`config.mk`:
```
export PLATFORM = sky130hd
export DESIGN_NAME = ex_muldiv_flat
export DESIGN_NICKNAME = d
export VERILOG_FILES = /design/src/rtl/ex_muldiv_pkg.sv /design/src/rtl/ex_muldiv_if.sv /design/src/rtl/ex_muldiv.sv /design/src/flat_wrapper.sv
export SDC_FILE = /design/constraint.sdc
export NUM_CORES = 1
export LEC_CHECK = 0
export CORE_ASPECT_RATIO = 0.5
export CORE_MARGIN = 1
export CORE_UTILIZATION = 45
export DETAILED_ROUTE_END_ITERATION = 6
export PLACE_DENSITY = 0.6
export SYNTH_ARGS = -nofsm -noshare
export SYNTH_HDL_FRONTEND = slang
export SYNTH_SLANG_ARGS = --single-unit
```
`constraint.sdc`:
```
create_clock -name clk -period 5.43 [get_ports clk]
set_input_delay 1.086 -clock clk [delete_from_list [all_inputs] [get_ports clk]]
set_output_delay 1.086 -clock clk [all_outputs]
set_load 0.01 [all_outputs]
```
`src/rtl/ex_muldiv_pkg.sv`:
```
// Shared definitions for the RV32M iterative multiply/divide unit:
// word/register widths, M-extension funct3 codes, FSM state encodings and
// an operand signedness decoder.
package ex_muldiv_pkg;

    localparam int unsigned WORD_WIDTH     = 32;
    localparam int unsigned REG_ADDR_WIDTH = 5;
    localparam int unsigned FUNCT3_WIDTH   = 3;

    // M-extension funct3 codes
    localparam logic [2:0] F3_MUL    = 3'b000;
    localparam logic [2:0] F3_MULH   = 3'b001;
    localparam logic [2:0] F3_MULHSU = 3'b010;
    localparam logic [2:0] F3_MULHU  = 3'b011;
    localparam logic [2:0] F3_DIV    = 3'b100;
    localparam logic [2:0] F3_DIVU   = 3'b101;
    localparam logic [2:0] F3_REM    = 3'b110;
    localparam logic [2:0] F3_REMU   = 3'b111;

    // FSM state encodings
    localparam logic [1:0] ST_IDLE = 2'b00;
    localparam logic [1:0] ST_CALC = 2'b01;
    localparam logic [1:0] ST_FIX  = 2'b10;
    localparam logic [1:0] ST_DONE = 2'b11;

    // Returns {rs1_signed, rs2_signed} for a given funct3.
    function automatic logic [1:0] operand_signs(input logic [2:0] f3);
        logic [1:0] signs;
        case (f3)
            F3_MULH, F3_DIV, F3_REM:              signs = 2'b11;
            F3_MULHSU:                            signs = 2'b10;
            F3_MUL, F3_MULHU, F3_DIVU, F3_REMU:   signs = 2'b00;
            default:                              signs = 2'b00;
        endcase
        return signs;
    endfunction

endpackage

```
`src/rtl/ex_muldiv_if.sv`:
```
// Execute-stage muldiv interface.
// master: ID/EX side (drives start/operands/flush, receives stall/result).
// slave : the muldiv unit.
interface ex_muldiv_if
    import ex_muldiv_pkg::*;
#(
    parameter int unsigned XLEN = WORD_WIDTH
);
    logic                      start_i;
    logic [FUNCT3_WIDTH-1:0]   funct3_i;
    logic [XLEN-1:0]           rs1_data_i;
    logic [XLEN-1:0]           rs2_data_i;
    logic [REG_ADDR_WIDTH-1:0] rd_i;
    logic                      flush_i;
    logic                      busy_o;
    logic                      done_o;
    logic [XLEN-1:0]           result_o;
    logic [REG_ADDR_WIDTH-1:0] rd_o;

    modport master (
        output start_i, funct3_i, rs1_data_i, rs2_data_i, rd_i, flush_i,
        input  busy_o, done_o, result_o, rd_o
    );

    modport slave (
        input  start_i, funct3_i, rs1_data_i, rs2_data_i, rd_i, flush_i,
        output busy_o, done_o, result_o, rd_o
    );
endinterface

```
`src/rtl/ex_muldiv.sv`:
```
// Iterative RV32M multiply/divide unit (execute stage).
// Ports: clk, rst_n (async active-low), bus (ex_muldiv_if.slave):
//   start_i/funct3_i/rs1_data_i/rs2_data_i/rd_i/flush_i in,
//   busy_o (stall), done_o (1-cycle pulse), result_o, rd_o out.
// Operates on magnitudes for XLEN iterations (shift-add or restoring
// divide), then applies the recorded sign in FIX.
module ex_muldiv
    import ex_muldiv_pkg::*;
#(
    parameter int unsigned XLEN = WORD_WIDTH
)(
    input  logic         clk,
    input  logic         rst_n,
    ex_muldiv_if.slave   bus
);

    localparam int unsigned CNT_W = $clog2(XLEN);
    localparam int unsigned ACC_W = 2 * XLEN;
    localparam logic [CNT_W-1:0] CNT_LAST = CNT_W'(XLEN - 1);
    localparam logic [XLEN-1:0]  INT_MIN  = {1'b1, {(XLEN-1){1'b0}}};

    logic [1:0]                state_q,  state_d;
    logic [CNT_W-1:0]          cnt_q,    cnt_d;
    logic [2:0]                f3_q,     f3_d;
    logic [REG_ADDR_WIDTH-1:0] rd_q,     rd_d;
    logic                      neg_q,    neg_d;
    logic [XLEN-1:0]           opb_q,    opb_d;
    logic [ACC_W-1:0]          acc_q,    acc_d;
    logic [XLEN-1:0]           res_q,    res_d;
    logic                      busy_q,   busy_d;
    logic                      done_q,   done_d;

    logic [1:0]      signs;
    logic            a_neg, b_neg;
    logic [XLEN-1:0] a_mag, b_mag;
    logic            accept;
    logic            div_zero, div_ovf;
    logic [XLEN-1:0] special_res;
    logic [XLEN:0]   mul_sum, div_diff;
    logic [ACC_W-1:0] prod_fix;
    logic [XLEN-1:0] div_sel, div_fix, fix_res;

    // Accept-time operand decode and special-case detection
    always_comb begin
        signs  = operand_signs(bus.funct3_i);
        a_neg  = signs[1] & bus.rs1_data_i[XLEN-1];
        b_neg  = signs[0] & bus.rs2_data_i[XLEN-1];
        a_mag  = a_neg ? -bus.rs1_data_i : bus.rs1_data_i;
        b_mag  = b_neg ? -bus.rs2_data_i : bus.rs2_data_i;
        accept = bus.start_i && !bus.flush_i &&
                 ((state_q == ST_IDLE) || (state_q == ST_DONE));
        div_zero = bus.funct3_i[2] && (bus.rs2_data_i == '0);
        div_ovf  = ((bus.funct3_i == F3_DIV) || (bus.funct3_i == F3_REM)) &&
                   (bus.rs1_data_i == INT_MIN) && (bus.rs2_data_i == '1);
        special_res = '0;
        if (div_zero) begin
            special_res = bus.funct3_i[1] ? bus.rs1_data_i : '1;
        end else if (div_ovf) begin
            special_res = bus.funct3_i[1] ? '0 : INT_MIN;
        end
    end

    // Iteration datapath and final sign/selection
    always_comb begin
        // Multiply: multiplier sits in acc low half, shifted out LSB-first
        mul_sum  = {1'b0, acc_q[ACC_W-1:XLEN]} + (acc_q[0] ? {1'b0, opb_q} : '0);
        // Divide: {rem,quo} shifted left by one; trial subtract on top 33 bits
        div_diff = acc_q[ACC_W-1:XLEN-1] - {1'b0, opb_q};
        prod_fix = neg_q ? -acc_q : acc_q;
        div_sel  = f3_q[1] ? acc_q[ACC_W-1:XLEN] : acc_q[XLEN-1:0];
        div_fix  = neg_q ? -div_sel : div_sel;
        if (f3_q[2]) begin
            fix_res = div_fix;
        end else if (f3_q == F3_MUL) begin
            fix_res = prod_fix[XLEN-1:0];
        end else begin
            fix_res = prod_fix[ACC_W-1:XLEN];
        end
    end

    // Next-state and register update logic
    always_comb begin
        state_d = state_q;
        cnt_d   = cnt_q;
        f3_d    = f3_q;
        rd_d    = rd_q;
        neg_d   = neg_q;
        opb_d   = opb_q;
        acc_d   = acc_q;
        res_d   = res_q;

        if (bus.flush_i) begin
            state_d = ST_IDLE;
        end else begin
            case (state_q)
                ST_IDLE, ST_DONE: begin
                    state_d = ST_IDLE;
                    if (accept) begin
                        f3_d  = bus.funct3_i;
                        rd_d  = bus.rd_i;
                        cnt_d = '0;
                        if (bus.funct3_i == F3_REM) begin
                            neg_d = a_neg;
                        end else begin
                            neg_d = a_neg ^ b_neg;
                        end
                        if (div_zero || div_ovf) begin
                            res_d   = special_res;
                            state_d = ST_DONE;
                        end else begin
                            state_d = ST_CALC;
                            if (bus.funct3_i[2]) begin
                                acc_d = {{XLEN{1'b0}}, a_mag};
                                opb_d = b_mag;
                            end else begin
                                acc_d = {{XLEN{1'b0}}, b_mag};
                                opb_d = a_mag;
                            end
                        end
                    end
                end
                ST_CALC: begin
                    if (f3_q[2]) begin
                        if (!div_diff[XLEN]) begin
                            acc_d = {div_diff[XLEN-1:0], acc_q[XLEN-2:0], 1'b1};
                        end else begin
                            acc_d = {acc_q[ACC_W-2:0], 1'b0};
                        end
                    end else begin
                        acc_d = {mul_sum, acc_q[XLEN-1:1]};
                    end
                    cnt_d = cnt_q + CNT_W'(1);
                    if (cnt_q == CNT_LAST) begin
                        state_d = ST_FIX;
                    end
                end
                ST_FIX: begin
                    res_d   = fix_res;
                    state_d = ST_DONE;
                end
                default: state_d = ST_IDLE;
            endcase
        end

        busy_d = (state_d == ST_CALC) || (state_d == ST_FIX);
        done_d = (state_d == ST_DONE);
    end

    // State and output registers
    always_ff @(posedge clk or negedge rst_n) begin
        if (!rst_n) begin
            state_q <= ST_IDLE;
            cnt_q   <= '0;
            f3_q    <= '0;
            rd_q    <= '0;
            neg_q   <= 1'b0;
            opb_q   <= '0;
            acc_q   <= '0;
            res_q   <= '0;
            busy_q  <= 1'b0;
            done_q  <= 1'b0;
        end else begin
            state_q <= state_d;
            cnt_q   <= cnt_d;
            f3_q    <= f3_d;
            rd_q    <= rd_d;
            neg_q   <= neg_d;
            opb_q   <= opb_d;
            acc_q   <= acc_d;
            res_q   <= res_d;
            busy_q  <= busy_d;
            done_q  <= done_d;
        end
    end

    assign bus.busy_o   = busy_q;
    assign bus.done_o   = done_q;
    assign bus.result_o = res_q;
    assign bus.rd_o     = rd_q;

endmodule

```
`src/flat_wrapper.sv`:
```
// flat-port wrapper written by rule: the top's interface ports become plain ports
module ex_muldiv_flat import ex_muldiv_pkg::*;
#(
    parameter int unsigned XLEN = WORD_WIDTH
)
  (clk, rst_n, bus_start_i, bus_funct3_i, bus_rs1_data_i, bus_rs2_data_i, bus_rd_i, bus_flush_i, bus_busy_o, bus_done_o, bus_result_o, bus_rd_o);
  ex_muldiv_if #(.XLEN(XLEN)) bus_i ();
  input  logic clk;
  input  logic rst_n;
  input wire logic [$bits(bus_i.start_i)-1:0] bus_start_i;
  input wire logic [$bits(bus_i.funct3_i)-1:0] bus_funct3_i;
  input wire logic [$bits(bus_i.rs1_data_i)-1:0] bus_rs1_data_i;
  input wire logic [$bits(bus_i.rs2_data_i)-1:0] bus_rs2_data_i;
  input wire logic [$bits(bus_i.rd_i)-1:0] bus_rd_i;
  input wire logic [$bits(bus_i.flush_i)-1:0] bus_flush_i;
  output wire logic [$bits(bus_i.busy_o)-1:0] bus_busy_o;
  output wire logic [$bits(bus_i.done_o)-1:0] bus_done_o;
  output wire logic [$bits(bus_i.result_o)-1:0] bus_result_o;
  output wire logic [$bits(bus_i.rd_o)-1:0] bus_rd_o;
  assign bus_i.start_i = bus_start_i;
  assign bus_i.funct3_i = bus_funct3_i;
  assign bus_i.rs1_data_i = bus_rs1_data_i;
  assign bus_i.rs2_data_i = bus_rs2_data_i;
  assign bus_i.rd_i = bus_rd_i;
  assign bus_i.flush_i = bus_flush_i;
  assign bus_busy_o = bus_i.busy_o;
  assign bus_done_o = bus_i.done_o;
  assign bus_result_o = bus_i.result_o;
  assign bus_rd_o = bus_i.rd_o;
  ex_muldiv #(.XLEN(XLEN)) u_core (.clk(clk), .rst_n(rst_n), .bus(bus_i));
endmodule
```
Word-level counts from Yosys, hierarchy flattened
Memory sizes are Yosys's and may differ from the RTL's.
Index checks and enable logic that the tools add are counted.
W data, S select, Z words.
{ "word_totals": {"wordCells": 88, "latchBits": 0, "ramBits": 0, "output_inout_bits": 39, "n_memories": 1, "regBits": 146, "rom_bits": 16, "in_bits": 76} }
{ "classes": {"bitwise": 5, "eq_ne": 14, "div": 0, "n_lt_le_gt_ge": 0, "n_shift": 0, "reduce_logical": 21, "mux": 30, "n_mul": 0, "add_sub_neg": 7} }
{ "memory_table": {"columns": ["name", "words", "word_bits", "read_ports", "rd_clocked_by_memory_dff", "write_ports", "line_no", "rtl"], "rows": [
  ["(no name shown)", 8, 2, 1, 0, 0, "ex_muldiv_pkg.sv:29", "case (f3)"]
]} }
{ "op_table": {"columns": ["cell", "n"], "rows": [
  ["$mux W32", 15],
  ["$mux W64", 5],
  ["$pmux W64 S2", 1],
  ["$neg A32 Y32", 3],
  ["$eq A32 B32 Y1 const B", 2],
  ["$neg A64 Y64", 1],
  ["$pmux W32 S2", 1],
  ["$add A32 B33 Y33", 1],
  ["$sub A33 B32 Y33", 1],
  ["$logic_not A32 Y1", 1],
  ["$reduce_and A4 Y1", 3],
  ["$pmux W5 S2", 1],
  ["$eq A2 B2 Y1 const B", 4],
  ["$mux W2", 4],
  ["$eq A3 B3 Y1 const B", 2],
  ["$pmux W2 S3", 1],
  ["$reduce_and A3 Y1", 2],
  ["$add A5 B1 Y5 const B", 1],
  ["$eq A5 B5 Y1 const B", 1],
  ["$logic_and A1 B1 Y1", 5],
  ["$mux W5", 1],
  ["$eq A2 B1 Y1 const B", 2],
  ["$logic_or A1 B1 Y1", 4],
  ["$ne A2 B1 Y1 const B", 2],
  ["10 further kinds", 13]
]} }

Logic depth before layout (Yosys ltp)
Gate-level depths: netlist (run 1).
{ "logic_depth": {"word_depth": 11, "depth_mapped": 16, "ltp_nobuf": 14} }

Worst setup path after synthesis (run 1)
OpenSTA, ideal clock, no wires.
{ "synth_timing": {"path_kind": "flip-flop to flip-flop", "startpoint": "register u_core.f3_q[1]", "endpoint": "register u_core.res_q[28] (netlist: u_core.bus.result_o[28])", "t_required_ps": 5309, "path_stages_with_launch": 16, "setup_ps": 121, "arrival_ps": 4479, "path_buffers": 5, "setup_slack_ps": 830, "period_less_slack_ps": 4600, "cell_sequence": "dfrtp_1 > clkbuf_1 > buf_2 > clkbuf_1 > buf_1 > clkbuf_1 > mux2i_1 > ha_1 > o21ai_0 > or4_4 > or3b_2 > or3_1 > o41ai_1 > xnor2_1 > o22ai_1 > o22a_1"} }
{ "synth_via": {"elab_chain_cells": 5, "word_cells_on_any_way": 7, "cone_classes": "1 x add/sub; 5 x mux; 1 x reduce/logical"} }
{ "synth_lines": {"columns": ["element", "line_no", "rtl"], "rows": [
  ["start: declaration", "ex_muldiv.sv:24", "logic [2:0] f3_q, f3_d;"],
  ["start signal: assignment", "ex_muldiv.sv:154", "f3_q <= '0;"],
  ["start signal: assignment", "ex_muldiv.sv:165", "f3_q <= f3_d;"],
  ["$mux W32", "ex_muldiv.sv:70", "div_sel = f3_q[1] ? acc_q[ACC_W-1:XLEN] : acc_q[XLEN-1:0];"],
  ["$neg A32 Y32", "ex_muldiv.sv:71", "div_fix = neg_q ? -div_sel : div_sel;"],
  ["$mux W32", "ex_muldiv.sv:71", null],
  ["$mux W32 *", "ex_muldiv.sv:72", "if (f3_q[2]) begin"],
  ["$pmux W32 S2 *", "ex_muldiv.sv:95", "case (state_q)"],
  ["end signal: assignment", "ex_muldiv.sv:170", "res_q <= res_d;"],
  ["end: declaration", "ex_muldiv.sv:29", "logic [XLEN-1:0] res_q, res_d;"]
]} }
Every way passes the cells marked *; elsewhere a longest branch is shown, timed or not.
A chain may end at the register's enable or synchronous reset.

Final worst setup path (run 1)
{ "layout_timing": {"startpoint": "input bus_rs2_data_i[21]", "endpoint": "register u_core.acc_q[34]"} }
{ "layout_via": {"elab_chain_cells": 5, "word_cells_on_any_way": 7, "cone_classes": "2 x eq/ne; 5 x reduce/logical"} }
{ "layout_lines": {"columns": ["element", "line_no", "rtl"], "rows": [
  ["start: declaration", "flat_wrapper.sv:13", "input wire logic [$bits(bus_i.rs2_data_i)-1:0] bus_rs2_data_i;"],
  ["$eq A32 B32 Y1 / $logic_not A32 Y1 (equally long branches)", "ex_muldiv.sv:54, ex_muldiv.sv:52", null],
  ["$logic_and A1 B1 Y1 (on tied branches)", "ex_muldiv.sv:54, ex_muldiv.sv:52", null],
  ["$logic_or A1 B1 Y1 *", "ex_muldiv.sv:107", "if (div_zero || div_ovf) begin"],
  ["$ne A2 B2 Y1 (no line) *", null, null],
  ["$reduce_and A4 Y1 (no line) *", null, null],
  ["end signal: assignment", "ex_muldiv.sv:158", "acc_q <= '0;"],
  ["end signal: assignment", "ex_muldiv.sv:169", "acc_q <= acc_d;"],
  ["end: declaration", "ex_muldiv.sv:28", "logic [ACC_W-1:0] acc_q, acc_d;"]
]} }
Marked as above.

==> results of run 1 <==
## per-stage QoR
stage	cell area [sq um]	utilization [%]	hold WS, ns	total power [mW]
final	17610	52.44	0.4826	10.76
after CTS	17610	52.44	0.4863	10.56
after floorplan	15620	-	0.4430	7.228
after global placement	17040	50.74	0.4640	9.288
after global routing	17610	52.44	0.5049	11.52
after detailed placement	17040	50.74	0.4699	9.298
## state kept, by name (all words and copies together) (netlist names)
signal               flops
u_core.opb_q            32
u_core.bus.done_o        1
u_core.f3_q              3
u_core.state_q           2
u_core.acc_q            64
u_core.cnt_q             5
u_core.bus.rd_o          5
u_core.neg_q             1
u_core.bus.result_o     32
u_core.bus.busy_o        1
## per-layer routing
| layer | up-vias | share of wire [%] |
|---|---|---|
| met4 | 0 | 1.6 |
| li1 | 7564 | - |
| met1 | 7504 | 48 |
| met5 | - | 0 |
| met2 | 735 | 38 |
| met3 | 56 | 13 |
## cells by family after synthesis
family                     Yosys count
xor gates and xnor gates           197
muxes                              102
buffers and inverters              226
and+or+nand+nor                    672
AOI/OAI and AO/OA                  680
adders and majority gates           79
DFF                                146
## path summary, 6_finish.rpt
check / start / slack (ns) / endpoint
setup / recovery: bus_rs2_data_i[21] / 1.09 / u_core.acc_q[34]
hold / removal: u_core.cnt_q[4] / 0.48 / u_core.cnt_q[4]
setup reg to reg: u_core.acc_q[29] / 1.15 / u_core.bus.result_o[30]
hold reg to reg: u_core.cnt_q[4] / 0.48 / u_core.cnt_q[4]
max in group asynchronous: rst_n / 3.72 / u_core.acc_q[51]
min in group asynchronous: rst_n / 0.63 / u_core.bus.rd_o[4]
## report_power, final
part,switching (mW),internal [mW],total (mW)
registers,1.09,1.51,2.60
clock network,0.571,0.643,1.21
logic,4.04,2.90,6.94
## cell type report
class | instances | area (sq um)
fillers | 3364 | 15970
repair buffers | 148 | 1433
multi-input cells | 1730 | 11100
flip-flops and latches | 146 | 3657
clock inverters | 14 | 143.9
clock buffers | 17 | 425.4
inverters | 71 | 266.5
well taps | 465 | 581.8
## worst max-delay path: stages
cell and delay [ns]:
clkdlybuf4s50_1 0.48, or4_1 0.60, nor4_1 0.42, and4_1 0.44, a41o_1 0.20, or2_1 0.14
inv_1 0.08, o21ai_4 0.74, buf_4 0.31, a22oi_1 0.10, o21ai_0 0.10
## cells in the mapped netlist, types with 24 or more instances
cell	n	share of area [%]
o31ai_1	32	1.5
xnor2_1	122	6.8
clkbuf_1	133	3.2
o21ai_0	231	7.4
xor2_1	75	4.2
ha_1	77	6.2
inv_1	71	1.7
nor2_1	204	4.9
nand3_1	30	0.96
nand2b_1	24	0.96
mux2i_1	58	3.7
a21oi_1	200	6.4
mux2_2	44	3.2
a21o_1	29	1.4
a211oi_1	40	1.9
nor3_1	49	1.6
nand2_1	219	5.3
dfrtp_1	146	23
## cells in the final DEF, fill, tap and decap left out, types with 71 or more instances in the layout
cell type	netlist	routed
xnor2_1	122	122
nor2_1	204	204
clkdlybuf4s50_1	0	112
xor2_1	75	75
dfrtp_1	146	143
ha_1	77	76
inv_1	71	71
a21oi_1	200	200
o21ai_0	231	231
nand2_1	219	219
==> impl_metrics.env, run 1 <==
export IMPL_via_per_inst=6.121
export IMPL_setup_violations=0
export IMPL_syn_area_sq_um=15620
export IMPL_die_y_microns=133.7
export IMPL_met2_usage_pct=43.66
export IMPL_busiest_layer="met1"
export IMPL_worst_path_max_fanout=28
export IMPL_final_layout_size_suffix_gt1_share_pct=6.820
export IMPL_worst_pin_slew_ns=0.9763
export IMPL_syn_instance_count=2102
export IMPL_min_path_cells=2
export IMPL_post_place_ws_ns=0.7299
export IMPL_synth_compound_area_share_pct=26.36
export IMPL_grt_usage_pct=33.09
export IMPL_period_share_pct=79.85
export IMPL_synth_xor_area_share_pct=11.05
export IMPL_ys_seq_area_share_pct=23.39
export IMPL_rows=47
export IMPL_final_hold_viol_count=0
export IMPL_die_x_microns=265.5
export IMPL_fin_nets=2269
export IMPL_cts_hold_fix_buffers=0
export IMPL_dr_pass1_iters=6
export IMPL_post_cts_resized=0
export IMPL_irDropWorstVdd_v=0.0003353
export IMPL_synth_nets=2257
export IMPL_ys_seq_elements=146
export IMPL_ys_warn_count=0
export IMPL_vias=15860
export IMPL_grt_start_max_net_pins=108
export IMPL_slew_viol_final=0
export IMPL_cts_max_level=4
export IMPL_synth_fa_ha_area_share_pct=6.425
export IMPL_numCtsBuffers=17
export IMPL_synth_area_mux_share_pct=6.889
export IMPL_num_antenna_cells=0
export IMPL_fmax_mhz=230.6
export IMPL_period_minus_slack_ns=4.336
export IMPL_fin_setup_tns_ns=0
export IMPL_synth_cell_types=78
export IMPL_synthToLayoutAreaGrowth_pct=12.73
export IMPL_core_area_sq_um=33580
export IMPL_clk_latency_ns=0.47
export IMPL_wl_per_cell_microns=22.58
export IMPL_synth_area_per_cell_sq_um=7.430
export IMPL_cts_tree="built"
export IMPL_worstHoldPathType="reg2reg"
export IMPL_use_met3_pct=12.01
export IMPL_grt_overflow=0
export IMPL_gp_congestion=1.022
export IMPL_clock_path_buffers=2
export IMPL_skew_ns=0.01141
export IMPL_antenna_found_initial=0
export IMPL_use_met1_pct=49.81
export IMPL_path_clk_slew_ns=0.07
export IMPL_synth_edf_count=0
export IMPL_slew_headroom_pct=34.91
export IMPL_synth_flop_cell="dfrtp_1"
export IMPL_rsz0062_at_grt="no"
export IMPL_drt_iter0_drc=1933
export IMPL_drc=0
export IMPL_fin_ws_ns=1.094
export IMPL_cts_setup_buffers=0
export IMPL_synth_top_family_by_area="compound AO/OA/AOI/OAI gates"
export IMPL_grt_pass1_wl_microns=88040
export IMPL_critPathLaunchType="input pin"
export IMPL_synth_simple_area_share_pct=20.23
export IMPL_critPathRequiredTime_ns=5.81
export IMPL_postRouteAntennaNets=0
export IMPL_critPathKind="in2reg"
export IMPL_cts_sinks=146
export IMPL_dieArea_sq_um=35500
export IMPL_routed_wl_microns=58510
export IMPL_stdcell_count=2591
export IMPL_grt_pass1_vias=14140
export IMPL_initial_core_util_pct=46.51
export IMPL_async_flop_share_pct=100.0
export IMPL_dp_hpwl_microns=45070
export IMPL_io_pins=115
export IMPL_reg2reg_depth=9
export IMPL_power_leakage_nw=7.219
export IMPL_cp_data_arrival_time_ns=4.71
export IMPL_powerDensity_nw_per_um2=610.9
export IMPL_cts_root_buf="clkbuf_16"
export IMPL_port_buffers=114
export IMPL_dp_cells=2560
export IMPL_end_kind="flip-flop"
export IMPL_maxCapViolations=0
export IMPL_status="completed"
No activity file was read; power rests on OpenSTA's default activity.
==> run 2, diff against run 1 <==
Clock period 5.43 ns to 4.1 ns, I/O delays scaled along.
==> impl_metrics.env, run 2 (synthesis results as in run 1) <==
export IMPL_status="completed"
export IMPL_grt_start_max_net_pins=105
export IMPL_critPathKind="reg2reg"
export IMPL_numCtsBuffers=17
export IMPL_initial_core_util_pct=46.51
export IMPL_r2r_end="u_core.bus.result_o[26]"
export IMPL_final_layout_size_suffix_gt1_share_pct=9.950
export IMPL_dp_hpwl_microns=47090
export IMPL_irDropWorstVdd_v=0.0003974
export IMPL_synthToLayoutAreaGrowth_pct=16.90
export IMPL_p_int_mw=7.099
export IMPL_utilization_pct=54.38
export IMPL_power_leakage_nw=7.624
export IMPL_num_antenna_cells=0
export IMPL_cp_cell_sequence="buf_4 -> nor3b_1 -> o22ai_1 -> or4_4 -> or3b_2 -> or3_1 -> o21ai_0 -> xnor2_1 -> a221oi_2 -> o31ai_1"
export IMPL_rows=47
export IMPL_drc=0
export IMPL_clk_latency_ns=0.46
export IMPL_dieArea_sq_um=35500
export IMPL_slew_viol_final=0
export IMPL_cts_root_buf="clkbuf_16"
export IMPL_dr_pass1_iters=7
export IMPL_cts_tree="built"
export IMPL_worstHoldPathType="in2async"
export IMPL_grt_pass1_wl_microns=91650
export IMPL_via_per_inst=6.068
export IMPL_stdcell_count=2666
export IMPL_powerDensity_nw_per_um2=813.3
export IMPL_skew_ns=0.007912
export IMPL_grt_usage_pct=34.42
export IMPL_port_buffers=114
export IMPL_fin_setup_tns_ns=0
export IMPL_final_hold_viol_count=0
export IMPL_critPathRequiredTime_ns=4.43
export IMPL_cp_data_arrival_time_ns=4.26
export IMPL_fmax_mhz=254.6
export IMPL_dp_cells=2634
export IMPL_grt_overflow=0
export IMPL_power_total_mw=14.85
export IMPL_switchingPower_mw=7.751
export IMPL_crit_start="u_core.f3_q[1]"
export IMPL_layout_common_cells="o21ai_0 (231), nand2_1 (219), nor2_1 (204), a21oi_1 (200), dfrtp_1 (143)"
export IMPL_largest_register_ffs=64
export IMPL_slew_headroom_pct=16.58
export IMPL_period_share_pct=95.80
export IMPL_postRouteAntennaNets=0
export IMPL_cts_sinks=146
export IMPL_drt_iter0_drc=2001
export IMPL_path_clk_slew_ns=0.07
export IMPL_vias=16180
export IMPL_regMostFlops="u_core.acc_q"
export IMPL_slowest_delay_ns=0.60
export IMPL_die_x_microns=265.5
export IMPL_routed_wl_microns=60350
export IMPL_setup_violations=0
export IMPL_r2r_start="u_core.f3_q[1]"
export IMPL_layout_commonest_cell="o21ai_0"
export IMPL_r2r_slack_ns=0.17
export IMPL_gp_congestion=0.9903
export IMPL_critPathLaunchType="flip-flop"
export IMPL_p_clk_share_pct=11.2
export IMPL_clock_path_buffers=2
export IMPL_wl_per_cell_microns=22.64
export IMPL_end_kind="flip-flop"
export IMPL_grt_pass1_vias=14750
export IMPL_worst_path_max_fanout=17
export IMPL_antenna_found_initial=1
export IMPL_slowest_stage="or4_4"
export IMPL_p_comb_share_pct=67.6
export IMPL_reg2reg_depth=10
export IMPL_rsz0062_at_grt="no"
export IMPL_core_area_sq_um=33580
export IMPL_seqPwrFrac_pct=21.2
export IMPL_die_y_microns=133.7
export IMPL_maxCapViolations=0
export IMPL_cts_max_level=4
export IMPL_fillers=3285
export IMPL_period_minus_slack_ns=3.928
export IMPL_fin_nets=2343
export IMPL_switching_share_pct=52.20
export IMPL_worst_pin_slew_ns=1.244
export IMPL_io_pins=115
## run 2: changes by cell type in the layout (fill, tap and decap cells not counted), sizes merged
cell,delta
buf,+74
bufinv,+1
clkbuf,+3
clkinv,+2
clkinvlp,-1
inv,-4
## run 2: repair_timing
action                     CTS  global route
setup buffers                0             0
hold buffers                 0             0
gates resized for setup      0             2
setup endpoints to repair    0             2
## run 2: power groups by stage
stage          logic, mW  registers [mW]  clock network, mW
2_1_floorplan       7.11            2.47                  0
3_3_place_gp        9.75            3.08                  0
3_5_place_dp        9.75            3.08                  0
4_1_cts             9.82            3.06               1.68
5_1_grt             11.0            3.20               1.73
6_report            10.0            3.15               1.66
## run 2: final cells by class
class | instances | area [sq um] | area share, %
multi-input cells | 1730 | 11100 | 60.82
repair buffers | 222 | 2051 | 11.23
clock buffers | 20 | 446.7 | 2.446
flip-flops and latches | 146 | 3660 | 20.04
clock inverters | 12 | 148.9 | 0.8155
well taps | 465 | 581.8 | 3.186
inverters | 71 | 266.5 | 1.460
## run 2: worst max path at each step
stage	end	slack (ns)
6_report	u_core.bus.result_o[26]	0.17
3_3_place_gp	u_core.bus.result_o[8]	-0.09
4_1_cts	u_core.bus.result_o[30]	0.19
3_5_place_dp	u_core.bus.result_o[8]	-0.08
2_1_floorplan	u_core.bus.result_o[28]	0.03
5_1_grt	u_core.acc_q[60]	0.08
## run 2: routing by layer
metal	vias to the layer above	part of all wire, %	track usage, %
li1	7713	-	-
met1	7691	48	51.79
met2	712	38	45.27
met3	60	12	12.38
met4	2	1.7	7.836
met5	-	0.25	3.108
## run 2: metrics by stage
step	hold WS, ns	area [sq um]	worst slack (ns)
after global routing	0.4703	18260	0.07760
after floorplan	0.4430	15630	0.02606
after CTS	0.4293	18250	0.1854
final	0.4078	18260	0.1724
after global placement	0.4599	17660	-0.09202
after detailed placement	0.4678	17660	-0.07749
## run 2: worst max-delay path: cells and delay by family (launching register included)
family | cells | cell delay [ns]
compound gates | 4 | 0.94
xor+xnor | 1 | 0.14
buf+inv | 1 | 0.25
flops | 1 | 0.59
simple gates | 4 | 1.87
